[config.mk]
export PLATFORM = sky130hd
export DESIGN_NAME = fp_special_case_pipe
export DESIGN_NICKNAME = d
export VERILOG_FILES = /design/src/rtl/fp_special_case_pipe.sv
export SDC_FILE = /design/constraint.sdc
export NUM_CORES = 1
export LEC_CHECK = 0
export CORE_MARGIN = 2
export CORE_UTILIZATION = 30
export CTS_CLUSTER_DIAMETER = 60
export DETAILED_ROUTE_END_ITERATION = 10
export GPL_TIMING_DRIVEN = 1
export HOLD_SLACK_MARGIN = 0.03
export SKIP_LAST_GASP = 1
export SLEW_MARGIN = 10
export SYNTH_ARGS = -nofsm -noshare
export SYNTH_HDL_FRONTEND = slang
export SYNTH_SLANG_ARGS = --single-unit
[constraint.sdc]
create_clock -name clk -period 2.05 [get_ports clk]
set_input_delay 0.41 -clock clk [delete_from_list [all_inputs] [get_ports clk]]
set_output_delay 0.41 -clock clk [all_outputs]
set_load 0.02 [all_outputs]
[src/rtl/fp_special_case_pipe.sv]
// Two-stage IEEE-754 special-operand classifier and resolver for the add/sub datapath.
// Pairs of finite nonzero operands leave with out_special=0 for the alignment adder.
module fp_special_case_pipe #(
    parameter int EXP_W = 8,
    parameter int MAN_W = 23,
    parameter int FTZ   = 0,
    parameter int TAG_W = 4,
    localparam int W    = 1 + EXP_W + MAN_W
) (
    input  logic             clk,
    input  logic             rst_n,
    input  logic             in_valid,
    output logic             in_ready,
    input  logic [W-1:0]     in_a,
    input  logic [W-1:0]     in_b,
    input  logic             in_sub,
    input  logic [TAG_W-1:0] in_tag,
    output logic             out_valid,
    input  logic             out_ready,
    output logic [W-1:0]     out_result,
    output logic             out_special,
    output logic [2:0]       out_cls_a,
    output logic [2:0]       out_cls_b,
    output logic [TAG_W-1:0] out_tag,
    output logic             flag_invalid,
    input  logic             flag_clr
);

    localparam logic [2:0] CLS_ZERO = 3'b000;
    localparam logic [2:0] CLS_SUB  = 3'b001;
    localparam logic [2:0] CLS_NORM = 3'b011;
    localparam logic [2:0] CLS_INF  = 3'b100;
    localparam logic [2:0] CLS_NAN  = 3'b110;

    localparam logic [W-1:0] QNAN = {1'b0, {EXP_W{1'b1}}, 1'b1, {(MAN_W-1){1'b0}}};

    // Under FTZ a subnormal is reported as zero and resolved as a zero of its own sign.
    function automatic logic [2:0] classify(input logic [W-1:0] x);
        logic [EXP_W-1:0] e;
        logic [MAN_W-1:0] m;
        e = x[W-2:MAN_W];
        m = x[MAN_W-1:0];
        if (&e)
            classify = (|m) ? CLS_NAN : CLS_INF;
        else if (|e)
            classify = CLS_NORM;
        else if ((|m) && (FTZ == 0))
            classify = CLS_SUB;
        else
            classify = CLS_ZERO;
    endfunction

    logic             s1_valid;
    logic [W-1:0]     s1_a;
    logic [W-1:0]     s1_b;
    logic [2:0]       s1_cls_a;
    logic [2:0]       s1_cls_b;
    logic [TAG_W-1:0] s1_tag;
    logic             s2_invalid;
    logic             s1_load;
    logic             s2_load;

    // Handshake: a transfer happens on a rising edge where valid and ready are both high;
    // a producer holds valid and its payload stable until that edge. Each stage refills
    // whenever it is empty or its contents move on in the same cycle.
    assign s2_load  = !out_valid || out_ready;
    assign s1_load  = !s1_valid || s2_load;
    assign in_ready = s1_load;

    // Stage 1: operands with B's effective sign already applied, plus classes and tag.
    always_ff @(posedge clk or negedge rst_n) begin
        if (!rst_n) begin
            s1_valid <= 1'b0;
            s1_a     <= '0;
            s1_b     <= '0;
            s1_cls_a <= CLS_ZERO;
            s1_cls_b <= CLS_ZERO;
            s1_tag   <= '0;
        end else if (s1_load) begin
            s1_valid <= in_valid;
            if (in_valid) begin
                s1_a     <= in_a;
                s1_b     <= {in_b[W-1] ^ in_sub, in_b[W-2:0]};
                s1_cls_a <= classify(in_a);
                s1_cls_b <= classify(in_b);
                s1_tag   <= in_tag;
            end
        end
    end

    logic         a_nan, b_nan, a_inf, b_inf, a_zero, b_zero;
    logic         sa, sb;
    logic [W-1:0] res_result;
    logic         res_special;
    logic         res_invalid;

    assign a_nan  = (s1_cls_a == CLS_NAN);
    assign b_nan  = (s1_cls_b == CLS_NAN);
    assign a_inf  = (s1_cls_a == CLS_INF);
    assign b_inf  = (s1_cls_b == CLS_INF);
    assign a_zero = (s1_cls_a == CLS_ZERO);
    assign b_zero = (s1_cls_b == CLS_ZERO);
    assign sa     = s1_a[W-1];
    assign sb     = s1_b[W-1];

    // Priority: NaN, inf/inf, single inf, zero/zero, single zero, then arithmetic needed.
    always_comb begin
        res_result  = '0;
        res_special = 1'b1;
        res_invalid = 1'b0;
        if (a_nan || b_nan) begin
            res_result  = QNAN;
            res_invalid = (a_nan && !s1_a[MAN_W-1]) || (b_nan && !s1_b[MAN_W-1]);
        end else if (a_inf && b_inf) begin
            if (sa != sb) begin
                res_result  = QNAN;
                res_invalid = 1'b1;
            end else begin
                res_result = s1_a;
            end
        end else if (a_inf) begin
            res_result = s1_a;
        end else if (b_inf) begin
            res_result = s1_b;
        end else if (a_zero && b_zero) begin
            res_result = {sa & sb, {(W-1){1'b0}}};
        end else if (a_zero) begin
            res_result = s1_b;
        end else if (b_zero) begin
            res_result = s1_a;
        end else begin
            res_special = 1'b0;
        end
    end

    always_ff @(posedge clk or negedge rst_n) begin
        if (!rst_n) begin
            out_valid   <= 1'b0;
            out_result  <= '0;
            out_special <= 1'b0;
            out_cls_a   <= CLS_ZERO;
            out_cls_b   <= CLS_ZERO;
            out_tag     <= '0;
            s2_invalid  <= 1'b0;
        end else if (s2_load) begin
            out_valid <= s1_valid;
            if (s1_valid) begin
                out_result  <= res_result;
                out_special <= res_special;
                out_cls_a   <= s1_cls_a;
                out_cls_b   <= s1_cls_b;
                out_tag     <= s1_tag;
                s2_invalid  <= res_invalid;
            end
        end
    end

    // Setting on an invalid result's handshake takes precedence over a same-cycle clear.
    always_ff @(posedge clk or negedge rst_n) begin
        if (!rst_n)
            flag_invalid <= 1'b0;
        else if (out_valid && out_ready && s2_invalid)
            flag_invalid <= 1'b1;
        else if (flag_clr)
            flag_invalid <= 1'b0;
    end

endmodule

==> impl_metrics.env <==
export IMPL_status="finished, final reports clean"
export IMPL_crit_slowest_cell="clkdlybuf4s50_1"
export IMPL_cts_tree="built"
export IMPL_ys_types=41
export IMPL_final_period_utilization_pct=90.57
export IMPL_dp_hpwl_um=11400
export IMPL_gp_congestion=0.8104
export IMPL_coreArea_um2=18710
export IMPL_fin_setup_tns_ns=0
export IMPL_final_cells=884
export IMPL_post_cts_buffers=0
export IMPL_leakage_nw=3.204
export IMPL_layout_common_cells="dfrtp_1, clkdlybuf4s50_1, nand2_1, mux2_1, a22oi_1"
export IMPL_critPathLaunchType="flop"
export IMPL_clk_latency_ns=0.41
export IMPL_clk_pin_slew_worst_paths_ns=0.06
export IMPL_max_freq_mhz=538.6
export IMPL_firstDrtPassIters=5
export IMPL_num_antenna_cells=0
export IMPL_multi_input_area_um2=2509
export IMPL_cts_inserted_buffers=17
export IMPL_cp_data_required_time_ns=1.64
export IMPL_period_minus_slack_ns=1.857
export IMPL_synth_async_sr_flop_share_pct=100.0
export IMPL_powerDensity_nw_per_um2=1011
export IMPL_grt_pass1_wl_um=25230
export IMPL_utilization_pct=42.93
export IMPL_fin_nets=712
export IMPL_cts_root_buf="clkbuf_16"
export IMPL_hold_violations=0
export IMPL_crit_chain="clkdlybuf4s50_1"
export IMPL_syn2layout_area_growth_pct=40.35
export IMPL_yosysWarnings=0
export IMPL_yosysSeqAreaShare_pct=52.92
export IMPL_grt_pass1_vias=4668
export IMPL_routed_wirelength_um=15870
export IMPL_hp_class="flop to flop"
export IMPL_grt_max_degree=51
export IMPL_hp_start="s1_tag[2]"
export IMPL_crit_path_end_kind="output port"
export IMPL_ios=120
export IMPL_startpoint="out_result[0]"
export IMPL_grt_overflow=0
export IMPL_clock_sinks=121
export IMPL_synth_ff_type="dfrtp_1"
export IMPL_syn_area_um2=5722
export IMPL_port_buffers=119
export IMPL_power_frac_clock_pct=43.0
export IMPL_r2r_start="s1_cls_b[1]"
export IMPL_htreeDepth=4
export IMPL_pwr_share_seq_pct=36.7
export IMPL_drv_cap=0
export IMPL_dp_cells=851
export IMPL_pwr_share_comb_pct=20.3
export IMPL_p_sw_share_pct=26.89
export IMPL_start_util_pct=30.59
export IMPL_rsz0062_at_grt="false"
export IMPL_via_per_inst=5.040
export IMPL_synth_edf_count=0
export IMPL_final_fill_count=1759
export IMPL_max_vdd_ir_drop_mv=0.5499
export IMPL_wl_per_cell_um=17.96
export IMPL_cp_top_family="buffers and inverters"
export IMPL_layout_commonest_cell="dfrtp_1"
export IMPL_maxSlewViolCount=0
export IMPL_worstPathMaxFanout=3
export IMPL_yosys_area_top_type_share_pct=52.92
export IMPL_p_int_mw=5.937
export IMPL_synth_area_top_cells="dfrtp_1, mux2_1, nand2_1"
export IMPL_finalClockSkew_ns=0.01092
export IMPL_regToRegSetupSlack_ns=0.30
export IMPL_num_vias=4455
export IMPL_die_h_um=142.1
export IMPL_crit_buf_inv=1
export IMPL_critPathKind="flop to output port"
export IMPL_first_iter_violations=144
export IMPL_max_slew_margin_rel_pct=68.94
export IMPL_die_w_um=142.1
export IMPL_slowest_delay_ns=0.67
export IMPL_ys_ff_latch=121
export IMPL_die_area_um2=20190
export IMPL_fp_row_count=50
export IMPL_syn_inst=503
export IMPL_avgSynthCellArea_um2=11.38
export IMPL_grt_usage_pct=16.43
export IMPL_worst_pin_slew_ns=0.4658
export IMPL_antenna_found_initial=0
export IMPL_clockBufferDepth=2
export IMPL_crit_arrival_ns=1.45
export IMPL_fin_total_pwr_mw=8.121
export IMPL_setup_violations=0
export IMPL_synth_largest_area_cell="dfrtp_1"
export IMPL_synth_nets=578
export IMPL_final_antenna_net_count=0
export IMPL_drc_errors=0
export IMPL_p_switching_mw=2.184
export IMPL_layout_drive_gt1_share_pct=16.62
export IMPL_regArea_um2=3028
==> cell families after synthesis <==
logic type                 Yosys count  share of synthesized area (%)
xor gates and xnor gates             1                         0.1531
adders and majority gates            1                         0.2186
AOI/OAI and AO/OA                  106                          14.98
muxes                               68                          13.38
buffers and inverters               32                          3.411
and+or+nand+nor                    174                          14.94
DFF                                121                          52.92
==> synth_stat cells (7+ instances only) <==
library cell / instances
nand2_1: 99
nor2b_1: 22
nor4_1: 14
dfrtp_1: 121
o21ai_2: 20
a22oi_2: 21
a31oi_1: 9
a22oi_1: 23
nor2_1: 10
clkbuf_1: 10
o21ai_1: 19
buf_2: 10
mux2_1: 68
nand4_1: 7
==> path summary, 6_finish.rpt <==
kind                                       end  depth (start not counted)
worst min register to register      out_tag[2]                          2
worst max-delay path             out_result[0]                          1
max in group asynchronous        out_result[7]                          3
worst max register to register  out_result[30]                          5
worst min-delay path                out_tag[2]                          2
min in group asynchronous             s1_b[28]                          2
==> power groups by stage <==
stage	Combinational, mW	Clock [mW]	Sequential [mW]
floorplan	0.749	0	3.12
global placement	1.63	0	3.00
detailed placement	1.67	0	3.02
CTS	1.67	3.57	2.99
global route	1.79	3.67	3.03
finish	1.65	3.49	2.98
==> registers in the layout, indices dropped and copies added, names as in the netlist <==
signal	cells
flag_invalid	1
out_cls_a	3
out_cls_b	3
out_result	32
out_special	1
out_tag	4
out_valid	1
s1_a	32
s1_b	32
s1_cls_a	3
s1_cls_b	3
s1_tag	4
s1_valid	1
s2_invalid	1
==> metrics by stage <==
step	cell area, µm²	worst slack [ns]	hold WS [ns]
final	8030	0.1933	0.4680
after global routing	8030	0.1272	0.4906
after floorplan	5722	0.3629	0.1144
after detailed placement	7326	-0.08402	0.3806
after CTS	8030	0.1567	0.4702
after global placement	7326	-0.07951	0.3698
==> cell type report <==
| type | count | share of cell area, % |
|---|---|---|
| sequential | 121 | 37.71 |
| multi-input combinational | 350 | 31.24 |
| timing repair buffer | 145 | 18.65 |
| clock buffer | 21 | 5.983 |
| tap | 234 | 3.646 |
| clock inverter | 11 | 2.680 |
| inverter | 2 | 0.09349 |
==> routing by layer <==
| layer | global-route usage, % | share of wire, % | wire (µm) | up-vias |
|---|---|---|---|---|
| li1 | - | - | - | 2086 |
| met1 | 21.27 | 45 | 7193 | 2210 |
| met2 | 26.60 | 48 | 7631 | 136 |
| met3 | 4.139 | 4.8 | 755 | 23 |
| met4 | 6.105 | 1.9 | 294 | 0 |
| met5 | 0 | 0 | 0 | - |
==> timing repair <==
item	4_1_cts	5_1_grt
hold endpoints to repair	28	0
gates resized for setup	1	0
hold buffers	1	0
setup endpoints to repair	1	0
No activity file was read; power rests on OpenSTA's default activity.
